**config.mk**
```make
export PLATFORM = sky130hd
export DESIGN_NAME = delay_calc
export DESIGN_NICKNAME = d
export VERILOG_FILES = /design/src/rtl/delay_calc_pkg.sv /design/src/rtl/delay_calc_isqrt.sv /design/src/rtl/delay_calc.sv
export SDC_FILE = /design/constraint.sdc
export NUM_CORES = 2
export LEC_CHECK = 0
export CORE_MARGIN = 2
export CORE_UTILIZATION = 55
export CTS_CLUSTER_SIZE = 16
export DETAILED_ROUTE_END_ITERATION = 16
export PLACE_DENSITY = 0.72
export SLEW_MARGIN = 0
export SYNTH_ARGS = -nofsm -noshare
export SYNTH_HDL_FRONTEND = slang
export SYNTH_HIERARCHICAL = 1
export SYNTH_SLANG_ARGS = --single-unit
```
**constraint.sdc**
```tcl
create_clock -name clk -period 7.65 [get_ports clk]
set_input_delay 0.765 -clock clk [delete_from_list [all_inputs] [get_ports clk]]
set_output_delay 0.765 -clock clk [all_outputs]
set_load 0.02 [all_outputs]
```
**src/rtl/delay_calc_pkg.sv**
```systemverilog
// Shared types and widths for the delay_calc beamforming delay calculator.
// Optional build macro DELAY_CALC_ROUND_EN is consumed by delay_calc.sv.
package delay_calc_pkg;

  localparam int COORD_W    = 16;
  localparam int SQ_W       = 32;
  localparam int SUM_W      = 33;
  localparam int ROOT_W     = 17;
  localparam int OUT_W      = 8;
  localparam int SQRT_ITERS = 17;

  localparam logic [OUT_W-1:0] SAT_VAL = 8'd255;

  typedef enum logic [3:0] {
    ST_IDLE   = 4'd0,
    ST_DIFF   = 4'd1,
    ST_SQUARE = 4'd2,
    ST_SUM    = 4'd3,
    ST_SQRT   = 4'd4,
    ST_SCALE  = 4'd5,
    ST_DONE   = 4'd6
  } state_e;

  function automatic logic [COORD_W-1:0] abs_diff(input logic [COORD_W-1:0] a,
                                                  input logic [COORD_W-1:0] b);
    logic [COORD_W-1:0] d;
    if (a >= b) begin
      d = a - b;
    end else begin
      d = b - a;
    end
    return d;
  endfunction

endpackage

```
**src/rtl/delay_calc_isqrt.sv**
```systemverilog
// Bit-serial restoring integer square root: 33-bit radicand, 17-bit root plus
// remainder, one result bit per clock; the start edge performs the first step.
module delay_calc_isqrt
  import delay_calc_pkg::*;
(
  input  logic              i_clk,
  input  logic              i_reset,
  input  logic              i_start,
  input  logic [SUM_W-1:0]  i_radicand,
  output logic              o_busy,
  output logic              o_last,
  output logic              o_done,
  output logic [ROOT_W-1:0] o_root,
  output logic [ROOT_W:0]   o_rem
);

  localparam logic [4:0] ITER_LAST = 5'(SQRT_ITERS - 1);

  logic [2*ROOT_W-1:0] r_op;
  logic [ROOT_W:0]     r_rem;
  logic [ROOT_W-1:0]   r_root;
  logic [4:0]          r_cnt;
  logic                r_busy;
  logic                r_done;

  logic                w_load;
  logic                w_step;
  logic [2*ROOT_W-1:0] w_op;
  logic [ROOT_W:0]     w_rem_in;
  logic [ROOT_W-1:0]   w_root_in;
  logic [ROOT_W+2:0]   w_acc;
  logic [ROOT_W+2:0]   w_trial;
  logic                w_ge;
  logic [ROOT_W:0]     w_rem_nxt;
  logic [ROOT_W-1:0]   w_root_nxt;

  assign w_load = i_start & ~r_busy;
  assign w_step = w_load | r_busy;

  // One restoring step: bring down the next bit pair, try subtracting 4r+1.
  always_comb begin
    if (w_load) begin
      w_op      = {1'b0, i_radicand};
      w_rem_in  = {(ROOT_W+1){1'b0}};
      w_root_in = {ROOT_W{1'b0}};
    end else begin
      w_op      = r_op;
      w_rem_in  = r_rem;
      w_root_in = r_root;
    end
    w_acc   = {w_rem_in, w_op[2*ROOT_W-1:2*ROOT_W-2]};
    w_trial = {1'b0, w_root_in, 2'b01};
    w_ge    = (w_acc >= w_trial);
    if (w_ge) begin
      w_rem_nxt = (ROOT_W+1)'(w_acc - w_trial);
    end else begin
      w_rem_nxt = w_acc[ROOT_W:0];
    end
    w_root_nxt = {w_root_in[ROOT_W-2:0], w_ge};
  end

  // Iteration registers and busy/done handshake.
  always_ff @(posedge i_clk or posedge i_reset) begin
    if (i_reset) begin
      r_op   <= {(2*ROOT_W){1'b0}};
      r_rem  <= {(ROOT_W+1){1'b0}};
      r_root <= {ROOT_W{1'b0}};
      r_cnt  <= 5'd0;
      r_busy <= 1'b0;
      r_done <= 1'b0;
    end else begin
      r_done <= 1'b0;
      if (w_step) begin
        r_op   <= {w_op[2*ROOT_W-3:0], 2'b00};
        r_rem  <= w_rem_nxt;
        r_root <= w_root_nxt;
      end else begin
        r_op   <= r_op;
        r_rem  <= r_rem;
        r_root <= r_root;
      end
      if (w_load) begin
        r_busy <= 1'b1;
        r_cnt  <= 5'd1;
      end else if (r_busy && (r_cnt == ITER_LAST)) begin
        r_busy <= 1'b0;
        r_done <= 1'b1;
        r_cnt  <= 5'd0;
      end else if (r_busy) begin
        r_cnt  <= r_cnt + 5'd1;
      end else begin
        r_cnt  <= r_cnt;
      end
    end
  end

  assign o_busy = r_busy;
  assign o_last = r_busy & (r_cnt == ITER_LAST);
  assign o_done = r_done;
  assign o_root = r_root;
  assign o_rem  = r_rem;

endmodule

```
**src/rtl/delay_calc.sv**
```systemverilog
// Beamforming delay: distance from element to focus, scaled and saturated to 8 bits.
// Build macro DELAY_CALC_ROUND_EN rounds the root to nearest instead of flooring.
module delay_calc
  import delay_calc_pkg::*;
#(
  parameter int SCALE_MUL   = 1,
  parameter int SCALE_SHIFT = 0
)
(
  input  logic               clk,
  input  logic               reset,
  input  logic               start,
  input  logic [COORD_W-1:0] x_i,
  input  logic [COORD_W-1:0] z_i,
  input  logic [COORD_W-1:0] x_f,
  input  logic [COORD_W-1:0] z_f,
  output logic [OUT_W-1:0]   delay_out,
  output logic               done,
  output logic [3:0]         debug_state
);

  localparam int PROD_W = ROOT_W + 8;
  localparam logic [PROD_W-1:0] MUL_C = PROD_W'(SCALE_MUL);

  state_e r_state;
  state_e w_state_nxt;

  logic [COORD_W-1:0] r_xi, r_zi, r_xf, r_zf;
  logic [COORD_W-1:0] r_dx, r_dz;
  logic [SQ_W-1:0]    r_dx2, r_dz2;
  logic [SUM_W-1:0]   r_d2;
  logic [OUT_W-1:0]   r_delay;
  logic               r_done;

  logic [SQ_W-1:0]    w_dx_ext, w_dz_ext;
  logic               w_sq_start, w_sq_busy, w_sq_last, w_sq_done;
  logic [ROOT_W-1:0]  w_sq_root;
  logic [ROOT_W:0]    w_sq_rem;
  logic               w_round_up;
  logic [ROOT_W-1:0]  w_root_adj;
  logic [PROD_W-1:0]  w_prod, w_scaled;
  logic [OUT_W-1:0]   w_sat;

  assign w_dx_ext   = {16'd0, r_dx};
  assign w_dz_ext   = {16'd0, r_dz};
  assign w_sq_start = (r_state == ST_SQRT) & ~w_sq_busy;

  delay_calc_isqrt u_isqrt (
    .i_clk      (clk),
    .i_reset    (reset),
    .i_start    (w_sq_start),
    .i_radicand (r_d2),
    .o_busy     (w_sq_busy),
    .o_last     (w_sq_last),
    .o_done     (w_sq_done),
    .o_root     (w_sq_root),
    .o_rem      (w_sq_rem)
  );

`ifdef DELAY_CALC_ROUND_EN
  assign w_round_up = (w_sq_rem > {1'b0, w_sq_root});
`else
  assign w_round_up = 1'b0 & (|w_sq_rem);
`endif

  // Scale the (optionally rounded) root and clamp to the 8-bit delay range.
  always_comb begin
    if (w_round_up) begin
      w_root_adj = w_sq_root + 17'd1;
    end else begin
      w_root_adj = w_sq_root;
    end
    w_prod   = {8'd0, w_root_adj} * MUL_C;
    w_scaled = w_prod >> SCALE_SHIFT;
    if (w_scaled > {17'd0, SAT_VAL}) begin
      w_sat = SAT_VAL;
    end else begin
      w_sat = w_scaled[OUT_W-1:0];
    end
  end

  // Next-state logic; unknown encodings fall back to IDLE.
  always_comb begin
    w_state_nxt = r_state;
    case (r_state)
      ST_IDLE: begin
        if (start) begin
          w_state_nxt = ST_DIFF;
        end else begin
          w_state_nxt = ST_IDLE;
        end
      end
      ST_DIFF:   w_state_nxt = ST_SQUARE;
      ST_SQUARE: w_state_nxt = ST_SUM;
      ST_SUM:    w_state_nxt = ST_SQRT;
      ST_SQRT: begin
        if (w_sq_last) begin
          w_state_nxt = ST_SCALE;
        end else begin
          w_state_nxt = ST_SQRT;
        end
      end
      ST_SCALE:  w_state_nxt = ST_DONE;
      ST_DONE:   w_state_nxt = ST_IDLE;
      default:   w_state_nxt = ST_IDLE;
    endcase
  end

  // State register.
  always_ff @(posedge clk or posedge reset) begin
    if (reset) begin
      r_state <= ST_IDLE;
    end else begin
      r_state <= w_state_nxt;
    end
  end

  // Datapath: each stage writes its result in the cycle its state is active.
  always_ff @(posedge clk or posedge reset) begin
    if (reset) begin
      r_xi    <= 16'd0;
      r_zi    <= 16'd0;
      r_xf    <= 16'd0;
      r_zf    <= 16'd0;
      r_dx    <= 16'd0;
      r_dz    <= 16'd0;
      r_dx2   <= 32'd0;
      r_dz2   <= 32'd0;
      r_d2    <= 33'd0;
      r_delay <= 8'd0;
      r_done  <= 1'b0;
    end else begin
      r_done <= 1'b0;
      case (r_state)
        ST_IDLE: begin
          if (start) begin
            r_xi <= x_i;
            r_zi <= z_i;
            r_xf <= x_f;
            r_zf <= z_f;
          end else begin
            r_xi <= r_xi;
          end
        end
        ST_DIFF: begin
          r_dx <= abs_diff(r_xi, r_xf);
          r_dz <= abs_diff(r_zi, r_zf);
        end
        ST_SQUARE: begin
          r_dx2 <= w_dx_ext * w_dx_ext;
          r_dz2 <= w_dz_ext * w_dz_ext;
        end
        ST_SUM: begin
          r_d2 <= {1'b0, r_dx2} + {1'b0, r_dz2};
        end
        ST_SCALE: begin
          if (w_sq_done) begin
            r_delay <= w_sat;
            r_done  <= 1'b1;
          end else begin
            r_delay <= r_delay;
          end
        end
        default: begin
          r_delay <= r_delay;
        end
      endcase
    end
  end

  assign delay_out   = r_delay;
  assign done        = r_done;
  assign debug_state = r_state;

endmodule

```
# == Yosys cells after proc, flatten, opt, wreduce, memory -nomap -nowiden ==
# Cells that the tools add are included.
# classes
addsub,7
multipliers,2
order_cmp,4
eq_ne,6
muxes,19
n_bitwise,5
n_reduce_logical,6
# ops
operator,count
$mul A16 B16 Y32,2
$sub A16 B16 Y16,4
$mux W18,2
$mux W34,1
$add A32 B32 Y33,1
$ge A16 B16 Y1,2
$mux W16,2
$pmux W4 S6,1
$ge A20 B19 Y1,1
$sub A18 B18 Y18,1
$gt A17 B8 Y1 const B,1
$mux W17,1
$mux W5,3
$eq A4 B2 Y1 const B,2
$eq A4 B3 Y1 const B,2
$mux W1,8
$mux W8,1
$add A5 B1 Y5 const B,1
$eq A5 B5 Y1 const B,1
$eq A4 B1 Y1 const B,1
$logic_not A4 Y1,1
$reduce_and A2 Y1,2
$and A1 B1 Y1,3
$reduce_bool A3 Y1,1
other kinds (4),4
# totals
reg_bits,280
out_inout_bits,13
elab_cells,67

# == Depth between registers and ports, before layout ==
# depth
ltp_word,6
mapped_depth,25
depth_no_buf,23

# == Cells and area by module ==
# Netlist, hierarchy kept.
# by_module_without_submodules
mod,n_inst,cells_each,area_per_inst_um2,seq_area_each_um2
delay_calc,1,2970,26372.8,5079.9
delay_calc_isqrt,1,496,4411.7,1851.8

# == Worst setup path before layout ==
# No wires, ideal clock.
# synth_path
path_kind,register -> register
start,register r_dz[4]
end,register r_dz2[29]
t_arrival_ns,5.986
required_ns,7.520
setup_slack_ns,1.534
path_stages_with_launch,22
n_path_buf,3
synth_period_minus_slack_ns,6.116
cell_sequence,dfrtp_1 > clkbuf_1 > clkbuf_1 > nand2_1 > fa_1 > inv_1 > fa_1 > fa_1 > fa_1 > fa_1 > inv_1 > fa_1 > inv_1 > ha_1 > clkbuf_1 > and3_1 > nor4b_1 > o21ai_1 > and3_1 > o31a_1 > xor2_1 > o21ai_1
# synth_via
elab_chain_len,1
# synth_lines
item,line_no,source
start: declaration,delay_calc.sv:29,"logic [COORD_W-1:0] r_dx, r_dz;"
start signal: assignment,delay_calc.sv:147,"r_dz <= abs_diff(r_zi, r_zf);"
$mul A16 B16 Y32,delay_calc.sv:151,r_dz2 <= w_dz_ext * w_dz_ext;
end signal: assignment,delay_calc.sv:151,
end: declaration,delay_calc.sv:30,"logic [SQ_W-1:0] r_dx2, r_dz2;"
# No other way between the ends.
# A chain may end at the register's enable or synchronous reset.

# == Worst setup path after layout ==
# layout_path
start,register r_dz[12]
end,register r_dz2[29]
# Same word-level chain as after synthesis.

==> results.ini <==
[outcome]
status=finished, final reports clean

[setup_path]
reg2reg_to=r_dz2[29]
cp-end-kind=flip-flop
r2r_setup_slack_ns=1.08
max_stage_delay_ns=0.69
worstSetupPathType=reg -> reg
worstPathCellList=inv_1 > nor2_1 > ha_1 > xor2_1 > fa_1 > inv_1 > fa_1 > fa_1 > fa_1 > inv_1 > fa_1 > inv_1 > ha_1 > and3_1 > nor4b_1 > o21ai_1 > and3_1 > o31a_1 > xor2_1 > o21ai_1
worstReg2RegStart=r_dz[12]
reg2reg_depth=20
path_max_fanout=14
cp.required_ns=8.06
startpoint_type=flip-flop
worst-path-buf-inv=4
crit_slowest_cell=dfrtp_1
crit_family=adder cells
arrival_ns=6.98
cpMostUsedCell=fa_1

[sta]
max_slew.worst_pin.slew_ns=1.165
fin_skew_ns=0.01918
fin_crit_ns=6.571
period_share=0.8589
final-max-slew-violation-count=0
max_freq_mhz=152.2
rsz0062_at_grt=false
fin_setup_tns_ns=0
final.setup.worst_slack_ns=1.079
finalHoldViolCount=0
setup-violations-final=0
slew_headroom=0.2232

[cells_and_area]
final_cell_mix=596 x inv_1, 493 x nand2_1, 332 x fa_1
drive_above_1_share=0.04032
final_nets=4162
seq_area_um2=6933
mostFrequentLayoutCell=inv_1
diodes=0
area_delta_synth_final_pct=7.999
multi_input_area_um2=21000
final_util=0.6023
fill_cells=4866

[place]
dpl.hpwl_um=52580
dp_slack_ns=1.061
io_buffers=78
routabilityCongestion=0.8896

[floorplanning]
die_w_um=240.6
dieArea_um2=57880
start_util=0.5577
io_pins=80
die_h_um=240.6
core_area_um2=55200
placementRows=86

[clock_tree]
cts_tree=built
clock_sinks=277
cts_root_buf=clkbuf_16
hold_buffers=0
path_clk_slew_ns=0.06
post_cts_buffers=0
h-tree-depth=2
clk_latency_ns=0.55
clockBufferDepth=3
cts_buffers=34
ctsResizeCount=0

[route]
ant_nets=0
firstDrtPassIters=6
wire_per_inst_um=15.99
vias_per_cell=5.457
wl_um=67460
drc=0
drtIter0Drc=1166
vias=23030

[synth]
synth_cell_types=87
ys_ff_latch=277
yosysWarnings=6
syn-cell-area_um2=30780
seq_area_frac_synth=0.2252
syn_inst=3466
synth-edff-count=0
synth.avg_cell_area_um2=8.882
syn_nets=4182
synth_ff_type=dfrtp_1
synth_async_sr_flop_share=1.000

[global_routing]
grt_pass1_vias=23640
grt_pass1_wl_um=114800
grt_usage=0.2457
antenna_found_initial=0
grt-ovfl-total=0
grt_max_degree=113

[min_path]
hp-class=reg -> reg
whs_path_depth=2
hold_end=r_dz2[15]
hold_start=r_dz2[15]

[job]
cap_violations=0

-- tightest hold or removal path, cell delays in order, from the launching register on --
cell and delay, ns:
dfrtp_1 0.34, nand2_1 0.05, nand2_1 0.05
-- cells in the mapped netlist (all sizes together), types with 12 or more instances --
| cell type | count | area [um2] |
|---|---|---|
| and2 | 107 | 669.4 |
| nand2b | 15 | 93.84 |
| dfrtp | 277 | 6932 |
| or2 | 12 | 77.58 |
| o211ai | 15 | 126.4 |
| inv | 598 | 2245 |
| o21ai | 283 | 1420 |
| buf | 28 | 155.2 |
| a221o | 12 | 120.1 |
| xor2 | 51 | 446.7 |
| a211o | 12 | 105.1 |
| fa | 332 | 6646 |
| o31ai | 15 | 136.4 |
| ha | 317 | 3966 |
| clkbuf | 126 | 473.0 |
| a21o | 79 | 593.1 |
| nand4 | 21 | 131.4 |
| nor2 | 97 | 364.1 |
| and3 | 24 | 150.1 |
| mux2i | 53 | 530.5 |
| o21a | 23 | 172.7 |
| nand2 | 493 | 1851 |
| nor3 | 31 | 160.1 |
| a21oi | 138 | 709.4 |
| nand3 | 27 | 135.1 |
| xnor2 | 80 | 700.7 |
| nor2b | 25 | 163.9 |
| a31oi | 22 | 137.6 |
| a211oi | 13 | 102.6 |
-- through the flow --
stage          instance area, um2  std cells  hold WS (ns)
2_1_floorplan               30780       3466        0.4418
3_3_place_gp                32050       4158        0.4558
3_5_place_dp                32050       4158        0.4631
4_1_cts                     33250       4220        0.4776
5_1_grt                     33250       4220        0.4975
6_report                    33250       4220        0.4744
-- cell families after synthesis --
| kind of cell | synth area share |
|---|---|
| simple gates | 0.1325 |
| buf+inv | 0.09344 |
| compound gates | 0.1462 |
| fa+ha+maj | 0.3447 |
| flops | 0.2252 |
| xor+xnor | 0.03727 |
| mux | 0.02053 |
| other cells | 0.0001218 |
-- final cells by class --
cell class | instances | share of cell area
multi-input combinational | 2436 | 0.6316
clock buffer | 42 | 0.02860
tap | 748 | 0.02815
timing repair buffer | 98 | 0.02800
sequential | 277 | 0.2085
inverter | 599 | 0.06785
clock inverter | 20 | 0.007301
-- flip-flops by register name, indices dropped and copies added (netlist names), 5 cells and up --
register        cells
r_d2               33
u_isqrt/r_op       32
r_dx2              31
r_dz2              31
u_isqrt/o_rem      18
u_isqrt/o_root     17
r_dx               16
r_dz               16
r_xf               16
r_xi               16
r_zf               16
r_zi               16
delay_out           8
u_isqrt/r_cnt       5
-- worst max path at each step --
stage,endpoint,from,cells past startpoint,slack [ns]
after floorplan,debug_state[0],reset,1,1.35
after global placement,r_dz2[29],r_dz[12],20,1.11
after detailed placement,r_dz2[29],r_dz[1],18,1.06
after CTS,r_dz2[29],r_dz[12],20,1.04
after global routing,r_dz2[27],r_dz[12],20,0.56
final,r_dz2[29],r_dz[12],20,1.08
-- per-layer routing --
layer	vias up	wire, um	GRT usage	part of all wire
met5	-	0	0	0
met4	0	1536	0.06625	0.023
met3	105	2531	0.02848	0.038
met2	440	33780	0.4347	0.50
met1	11310	29610	0.3199	0.44
li1	11180	-	-	-
Power is not shown: default switching activity piles up to over one toggle a cycle in this logic, so the estimate is an artifact.
